==> config.mk <==
export PLATFORM = sky130hd
export DESIGN_NAME = johnson_phase_decoder_flat
export DESIGN_NICKNAME = d
export VERILOG_FILES = /design/src/rtl/johnson_phase_decoder_if.sv /design/src/rtl/johnson_phase_decoder.sv /design/src/flat_wrapper.sv
export SDC_FILE = /design/constraint.sdc
export NUM_CORES = 1
export LEC_CHECK = 0
export ABC_AREA = 1
export CAP_MARGIN = 20
export CORE_MARGIN = 3
export CORE_UTILIZATION = 44
export CTS_BUF_LIST = sky130_fd_sc_hd__clkbuf_2
export DETAILED_ROUTE_END_ITERATION = 6
export HOLD_SLACK_MARGIN = 0.03
export PLACE_DENSITY_LB_ADDON = 0.05
export SLEW_MARGIN = 20
export SYNTH_ARGS = -nofsm -noshare
export SYNTH_HDL_FRONTEND = slang
export SYNTH_SLANG_ARGS = --single-unit
==> constraint.sdc <==
create_clock -name clk -period 1.6 [get_ports clk]
set_clock_uncertainty 0.2 [all_clocks]
set_input_delay 0.32 -clock clk [delete_from_list [all_inputs] [get_ports clk]]
set_output_delay 0.32 -clock clk [all_outputs]
set_load 0.01 [all_outputs]
==> src/rtl/johnson_phase_decoder_if.sv <==
// Bus between a 4-bit Johnson counter and its phase decoder.
// The counter side drives count; the decoder side returns registered status.
interface johnson_phase_decoder_if #(
    parameter int unsigned LAP_W = 8
);
    logic [3:0]       count;
    logic [2:0]       phase;
    logic [7:0]       phase_onehot;
    logic             valid;
    logic             illegal;
    logic             seq_err;
    logic             err_sticky;
    logic             lap_pulse;
    logic [LAP_W-1:0] lap_count;

    modport master (
        output count,
        input  phase, phase_onehot, valid, illegal, seq_err, err_sticky, lap_pulse, lap_count
    );

    modport slave (
        input  count,
        output phase, phase_onehot, valid, illegal, seq_err, err_sticky, lap_pulse, lap_count
    );
endinterface

==> src/rtl/johnson_phase_decoder.sv <==
// Decodes a 4-bit Johnson counter into phase index / one-hot strobe, flags
// out-of-ring codes and mis-sequencing, and counts completed 7->0 laps.
module johnson_phase_decoder #(
    parameter int unsigned LAP_W      = 8,
    parameter int unsigned ALLOW_HOLD = 0
) (
    input  logic                   clk,
    input  logic                   reset,
    johnson_phase_decoder_if.slave bus
);

    logic             w_legal;
    logic [2:0]       w_phase;
    logic [2:0]       w_next_exp;
    logic             w_step;
    logic             w_hold;

    logic [2:0]       r_phase;
    logic [7:0]       r_phase_onehot;
    logic             r_valid;
    logic             r_illegal;
    logic             r_seq_err;
    logic             r_err_sticky;
    logic             r_lap_pulse;
    logic [LAP_W-1:0] r_lap_count;
    logic [2:0]       r_prev_phase;
    logic             r_have_prev;

    // Ring lookup: eight legal codes, everything else is outside the ring.
    always_comb begin
        w_legal = 1'b1;
        w_phase = 3'd0;
        case (bus.count)
            4'b0000: w_phase = 3'd0;
            4'b0001: w_phase = 3'd1;
            4'b0011: w_phase = 3'd2;
            4'b0111: w_phase = 3'd3;
            4'b1111: w_phase = 3'd4;
            4'b1110: w_phase = 3'd5;
            4'b1100: w_phase = 3'd6;
            4'b1000: w_phase = 3'd7;
            default: w_legal = 1'b0;
        endcase
    end

    assign w_next_exp = 3'(r_prev_phase + 3'd1);
    assign w_step     = (w_phase == w_next_exp);
    assign w_hold     = (ALLOW_HOLD != 0) && (w_phase == r_prev_phase);

    always_ff @(posedge clk) begin
        if (reset) begin
            r_phase        <= 3'd0;
            r_phase_onehot <= 8'd0;
            r_valid        <= 1'b0;
            r_illegal      <= 1'b0;
            r_seq_err      <= 1'b0;
            r_err_sticky   <= 1'b0;
            r_lap_pulse    <= 1'b0;
            r_lap_count    <= '0;
            r_prev_phase   <= 3'd0;
            r_have_prev    <= 1'b0;
        end else if (w_legal) begin
            r_phase        <= w_phase;
            r_phase_onehot <= 8'b1 << w_phase;
            r_valid        <= 1'b1;
            r_illegal      <= 1'b0;
            r_seq_err      <= 1'b0;
            r_lap_pulse    <= 1'b0;
            r_prev_phase   <= w_phase;
            r_have_prev    <= 1'b1;
            // A resync sample (no predecessor) is never checked nor counted.
            if (r_have_prev) begin
                if (w_step) begin
                    if (r_prev_phase == 3'd7) begin
                        r_lap_pulse <= 1'b1;
                        r_lap_count <= r_lap_count + LAP_W'(1);
                    end
                end else if (!w_hold) begin
                    r_seq_err    <= 1'b1;
                    r_err_sticky <= 1'b1;
                end
            end
        end else begin
            r_phase_onehot <= 8'd0;
            r_valid        <= 1'b0;
            r_illegal      <= 1'b1;
            r_seq_err      <= 1'b0;
            r_lap_pulse    <= 1'b0;
            r_err_sticky   <= 1'b1;
            r_have_prev    <= 1'b0;
        end
    end

    assign bus.phase        = r_phase;
    assign bus.phase_onehot = r_phase_onehot;
    assign bus.valid        = r_valid;
    assign bus.illegal      = r_illegal;
    assign bus.seq_err      = r_seq_err;
    assign bus.err_sticky   = r_err_sticky;
    assign bus.lap_pulse    = r_lap_pulse;
    assign bus.lap_count    = r_lap_count;

endmodule

==> src/flat_wrapper.sv <==
// flat-port wrapper written by rule: the top's interface ports become plain ports
module johnson_phase_decoder_flat 
#(
    parameter int unsigned LAP_W      = 8,
    parameter int unsigned ALLOW_HOLD = 0
)
  (clk, reset, bus_count, bus_phase, bus_phase_onehot, bus_valid, bus_illegal, bus_seq_err, bus_err_sticky, bus_lap_pulse, bus_lap_count);
  johnson_phase_decoder_if #(.LAP_W(LAP_W)) bus_i ();
  input  logic clk;
  input  logic reset;
  input wire logic [$bits(bus_i.count)-1:0] bus_count;
  output wire logic [$bits(bus_i.phase)-1:0] bus_phase;
  output wire logic [$bits(bus_i.phase_onehot)-1:0] bus_phase_onehot;
  output wire logic [$bits(bus_i.valid)-1:0] bus_valid;
  output wire logic [$bits(bus_i.illegal)-1:0] bus_illegal;
  output wire logic [$bits(bus_i.seq_err)-1:0] bus_seq_err;
  output wire logic [$bits(bus_i.err_sticky)-1:0] bus_err_sticky;
  output wire logic [$bits(bus_i.lap_pulse)-1:0] bus_lap_pulse;
  output wire logic [$bits(bus_i.lap_count)-1:0] bus_lap_count;
  assign bus_i.count = bus_count;
  assign bus_phase = bus_i.phase;
  assign bus_phase_onehot = bus_i.phase_onehot;
  assign bus_valid = bus_i.valid;
  assign bus_illegal = bus_i.illegal;
  assign bus_seq_err = bus_i.seq_err;
  assign bus_err_sticky = bus_i.err_sticky;
  assign bus_lap_pulse = bus_i.lap_pulse;
  assign bus_lap_count = bus_i.lap_count;
  johnson_phase_decoder #(.LAP_W(LAP_W), .ALLOW_HOLD(ALLOW_HOLD)) u_core (.clk(clk), .reset(reset), .bus(bus_i));
endmodule
# Word-level counts from Yosys, hierarchy flattened
# Index checks and enable logic that the tools add are counted.
[word_totals] in_bits=6 reg_bits=24
[op_classes] bitwise=3 n_shift=1 n_reduce_logical=7 mux=9 n_eq_ne=11 add_sub_neg=2
[ops] operator="$pmux 3 s7" n=1
[ops] operator="$eq 4x4->1 const B" n=4
[ops] operator="$add 8x1->8 const B" n=1
[ops] operator="$mux 1" n=8
[ops] operator="$reduce_or 8->1" n=1
[ops] operator="$shl 1x3->8 const A" n=1
[ops] operator="$eq 4x1->1 const B" n=1
[ops] operator="$eq 4x2->1 const B" n=1
[ops] operator="$eq 4x3->1 const B" n=1
[ops] operator="$logic_not 4->1" n=1
[ops] operator="$ne 2x2->1 const B" n=2
[ops] operator="$reduce_and 4->1" n=1
[ops] operator="$reduce_or 4->1" n=1
[ops] operator="$add 3x1->3 const B" n=1
[ops] operator="$eq 3x3->1" n=1
[ops] operator="$eq 3x3->1 const B" n=1
[ops] operator="$not 1->1" n=3
[ops] operator="$reduce_or 3->1" n=1
[ops] operator="$reduce_and 2->1" n=1
[ops] operator="$reduce_or 2->1" n=1

# Logic depth before layout (Yosys ltp)
[depth] depth_word=6 ltp_mapped=9

# Worst setup path after synthesis
# Ideal clock, no wire load.
[synth_timing] path_type="register to register" from="register u_core.r_prev_phase[0]" to="register u_core.r_lap_count[4], in the netlist u_core.bus.lap_count[4]" synth_period_minus_slack_ps=1800 setup_slack_ps=-200 setup_time_ps=132 required_time_ps=1268 arrival_ps=1467 stages_incl_launch_ff=10 path_cell_list="dfxtp_1 -> ha_1 -> ha_1 -> inv_1 -> nand4_1 -> nand2_1 -> nor2_4 -> nand3_4 -> nand2_1 -> a21oi_1"
[synth_between] elab_chain_len=3 elab_cells_between_ends=4 cone_classes="1 x add/sub; 2 x eq/ne; 1 x reduce/logical"
[synth_rtl] item="start, declared" line="johnson_phase_decoder.sv:26" text="logic [2:0] r_prev_phase;"
[synth_rtl] item="start signal, assigned" line="johnson_phase_decoder.sv:69" text="r_prev_phase <= w_phase;"
[synth_rtl] item="$add 3x1->3" line="johnson_phase_decoder.sv:46" text="assign w_next_exp = 3'(r_prev_phase + 3'd1);"
[synth_rtl] item="$eq 3x3->1" line="johnson_phase_decoder.sv:47" text="assign w_step = (w_phase == w_next_exp);"
[synth_rtl] item="$reduce_and 4->1 (no source line) *"
[synth_rtl] item="end signal, assigned" line="johnson_phase_decoder.sv:76" text="r_lap_count <= r_lap_count + LAP_W'(1);"
[synth_rtl] item="end, declared" line="johnson_phase_decoder.sv:25" text="logic [LAP_W-1:0] r_lap_count;"
# Every way passes the cells marked *; elsewhere a longest branch is shown, timed or not.
# A chain may end at the register's enable or synchronous reset.

# Worst setup path after layout
[layout_timing] from="register u_core.r_prev_phase[0]" to="register u_core.r_lap_count[6], in the netlist u_core.bus.lap_count[6]"
# Same word-level chain as after synthesis.

==> flow_metrics.py <==
metrics = {
    "clock_network": {
        "hold_buffers": 0,
        "cts_tree": "done",
        "cts.sinks": 24,
        "clock_latency_ns": 0.34,
        "clockRootBuffer": "clkbuf_2",
        "ctsLongestPathBuffers": 2,
        "cts_buffers": 3,
        "htreeDepth": 1,
        "clk_pin_slew_ns": 0.23,
    },
    "sta": {
        "finalSetupViolations": 13,
        "slew_violations": 0,
        "hold_viol_final": 0,
        "rsz0062_at_grt": "yes",
        "setup_ws_ns": -0.248,
        "fin_crit_sh_pct": 115,
        "tightest_slew_ns": 0.288,
        "hold_slack_ns": 0.323,
        "slew_headroom_pct": 80.7,
        "fmax_mhz": 541,
        "fin_crit_ns": 1.85,
    },
    "job": {
        "maxCapViolCount": 0,
    },
    "floorplan": {
        "initial_core_util_pct": 48.2,
        "boundaryPins": 30,
        "die_h_um": 56.2,
        "die_area_sq_um": 3150,
        "die_w_um": 56.2,
        "coreArea_sq_um": 2300,
        "fp-row-count": 17,
    },
    "synth": {
        "yosysTopAreaCellShare_pct": 43.4,
        "synthXorXnorAreaFrac_pct": 3.95,
        "synth_edf_count": 0,
        "synthFlopType": "dfxtp_1",
        "ys_seq_elements": 24,
        "syn-num-nets": 154,
        "synth.distinct_cells": 22,
        "synthMuxAreaShare_pct": 0,
        "synthArstFlopShare_pct": 0,
        "synth_seq_area_share_pct": 43.4,
        "synth_compound_area_share_pct": 7.34,
        "synth_commonest_cells": "nand2_1, dfxtp_1, inv_1, nand4_1, nor2_1",
        "yosysMostFrequentCell": "nand2_1",
        "synth_top_family_by_area": "simple AND/OR/NAND/NOR gates",
        "syn_area_sq_um": 1110,
        "synth_top_area_cell": "dfxtp_1",
        "ys_warn_count": 0,
        "synth.avg_cell_area_sq_um": 7.64,
        "netlist_instances": 145,
        "synth_fa_ha_area_share_pct": 3.39,
        "synth-simple-area-share_pct": 35.8,
        "synth_area_leaders": "dfxtp_1, nand2_1, nand4_1",
    },
    "placed_design": {
        "hpwl_um": 2040,
        "gp_congestion": 0.854,
        "pre_cts_ws_ns": -0.548,
        "io_buffer_count": 29,
    },
    "hold_path": {
        "hold_end": "u_core.bus.err_sticky",
        "hold_class": "reg2reg",
        "min_from": "u_core.bus.err_sticky",
        "min_path_cells": 2,
    },
    "final_layout": {
        "fill_cells": 155,
        "diodes": 0,
        "multi_input_area_sq_um": 658,
        "ff_latch_area_sq_um": 504,
        "syn_to_final_growth_pct": 66.0,
        "drive_gt1_share_pct": 39.2,
        "fin_util_pct": 80.0,
        "layout.nets": 222,
    },
    "drt": {
        "drt-initial-drc-count": 42,
        "routed_wirelength_um": 2980,
        "dr.pass1.iters": 4,
        "drc": 0,
        "ant_nets": 0,
        "vias": 1214,
        "routedWlPerCell_um": 12.4,
        "viasPerCell": 5.06,
    },
    "worst_setup_path": {
        "cp.arrival_ns": 1.92,
        "cp-start-kind": "flip-flop",
        "crit_chain": "ha_4 -> ha_4 -> inv_2 -> nand4_1 -> nand2_2 -> nor2_4 -> buf_4 -> nand3_4 -> nand2_1 -> a21oi_1",
        "cp-end-kind": "flip-flop",
        "regToRegStartpoint": "u_core.r_prev_phase[0]",
        "cp_data_required_time_ns": 1.67,
        "cp_max_fo": 5,
        "max_stage_delay_ns": 0.41,
        "cpMaxStageDelayCell": "dfxtp_4",
        "r2r_cells": 10,
        "timing.rr.end": "u_core.bus.lap_count[6]",
        "worstSetupPathType": "reg2reg",
        "ff2ff_setup_slack_ns": -0.25,
        "cpMostUsedCell": "ha_4",
    },
    "pwr": {
        "power_density_nw_per_um2": 739,
        "p_leak_nw": 0.904,
        "vdd_ir_drop_max_uv": 627,
    },
    "grt": {
        "grt_pass1_wl_um": 4770,
        "grt_start_max_net_pins": 15,
        "grt_overflow_total": 0,
        "grt_usage_pct": 18.9,
        "grt_pass1_vias": 1136,
        "antenna_found_initial": 0,
    },
    "outcome": {
        "status": "complete, but fails checks",
        "violations": "negative setup slack",
    },
}
## registers in the layout (all words and copies together) (netlist names)
name and count:
u_core.bus.lap_count 8, u_core.bus.phase_onehot 8, u_core.r_prev_phase 3, u_core.bus.err_sticky 1, u_core.bus.illegal 1, u_core.bus.lap_pulse 1
u_core.bus.seq_err 1, u_core.bus.valid 1
## timing repair
| action | 4_1_cts | 5_1_grt |
|---|---|---|
| pin swaps | 15 | 5 |
| setup endpoints to repair | 44 | 18 |
| setup buffers | 9 | 3 |
| gates resized for setup | 55 | 11 |
| cloned | 0 | 1 |
## routing by layer
layer  global-route usage [%]  part of all wire, %
met2                     34.6                   51
met5                        0                    0
met1                     20.1                   40
met3                     4.64                  5.8
met4                     8.81                  2.2
## kinds of logic (layout without fill, tap and decap cells)
group | Yosys count | after routing
AO/OA/AOI/OAI | 14 | 14
AND/OR/NAND/NOR | 81 | 82
adder cells (fa/ha/maj) | 3 | 3
flip-flops | 24 | 24
XOR/XNOR | 5 | 5
buffers and inverters | 18 | 84
## critical path: cells and delay by family, from the launching register on
| family | cells | cell delay [ns] |
|---|---|---|
| adder cells (fa/ha/maj) | 2 | 0.42 |
| AO/OA/AOI/OAI | 1 | 0.07 |
| buffers and inverters | 2 | 0.17 |
| flip-flops | 1 | 0.41 |
| AND/OR/NAND/NOR | 5 | 0.50 |
## through the flow
stage / total power, W / TNS, ns / cell area [sq um] / instances
2_1_floorplan: 0.000770 / -1.18 / 1140 / 145
3_3_place_gp: 0.000915 / -10.19 / 1650 / 223
3_5_place_dp: 0.000920 / -10.79 / 1650 / 223
4_1_cts: 0.00132 / -1.69 / 1780 / 236
5_1_grt: 0.00142 / -3.35 / 1840 / 240
6_report: 0.00136 / -2.35 / 1840 / 240
## cells in the final DEF (no fill, tap or decap), types with 3 or more instances in the layout
master / Yosys / final
nand2_1: 39 / 34
buf_4: 0 / 32
dlygate4sd2_1: 0 / 24
inv_1: 16 / 14
dfxtp_2: 0 / 13
nand4_1: 12 / 12
nor2_1: 12 / 11
dfxtp_1: 24 / 9
nand2_2: 3 / 8
a21oi_1: 10 / 7
nand3_1: 7 / 6
clkbuf_2: 0 / 4
inv_2: 1 / 3
xor2_1: 3 / 3
nand3_4: 1 / 3
a21oi_2: 0 / 3
o21ai_0: 3 / 3
## layout make-up
class	instances	share of cell area [%]
clock buffers	3	0.817
well taps	28	1.91
inverters	17	3.47
flip-flops and latches	24	27.4
clock inverters	1	1.63
multi-input cells	104	35.8
repair buffers	63	28.9
## how the worst max path moves through the flow
stage	start	slack, ns	endpoint	cells after the start
final	u_core.r_prev_phase[0]	-0.25	u_core.bus.lap_count[6]	10
after global routing	u_core.r_prev_phase[0]	-0.31	u_core.bus.lap_count[6]	10
after CTS	u_core.r_prev_phase[0]	-0.20	u_core.bus.lap_count[0]	9
after detailed placement	bus_count[1]	-0.55	u_core.bus.lap_count[4]	10
after global placement	bus_count[0]	-0.52	u_core.bus.phase_onehot[6]	9
after floorplan	u_core.r_prev_phase[0]	-0.13	u_core.bus.lap_count[4]	9
## where the power goes
group / switching, W / internal [W] / total [W]
combinational: 0.000169 / 0.000161 / 0.000330
clock: 0.000185 / 0.000215 / 0.000401
sequential: 0.00000927 / 0.000617 / 0.000626
No activity file was read; power rests on OpenSTA's default activity.
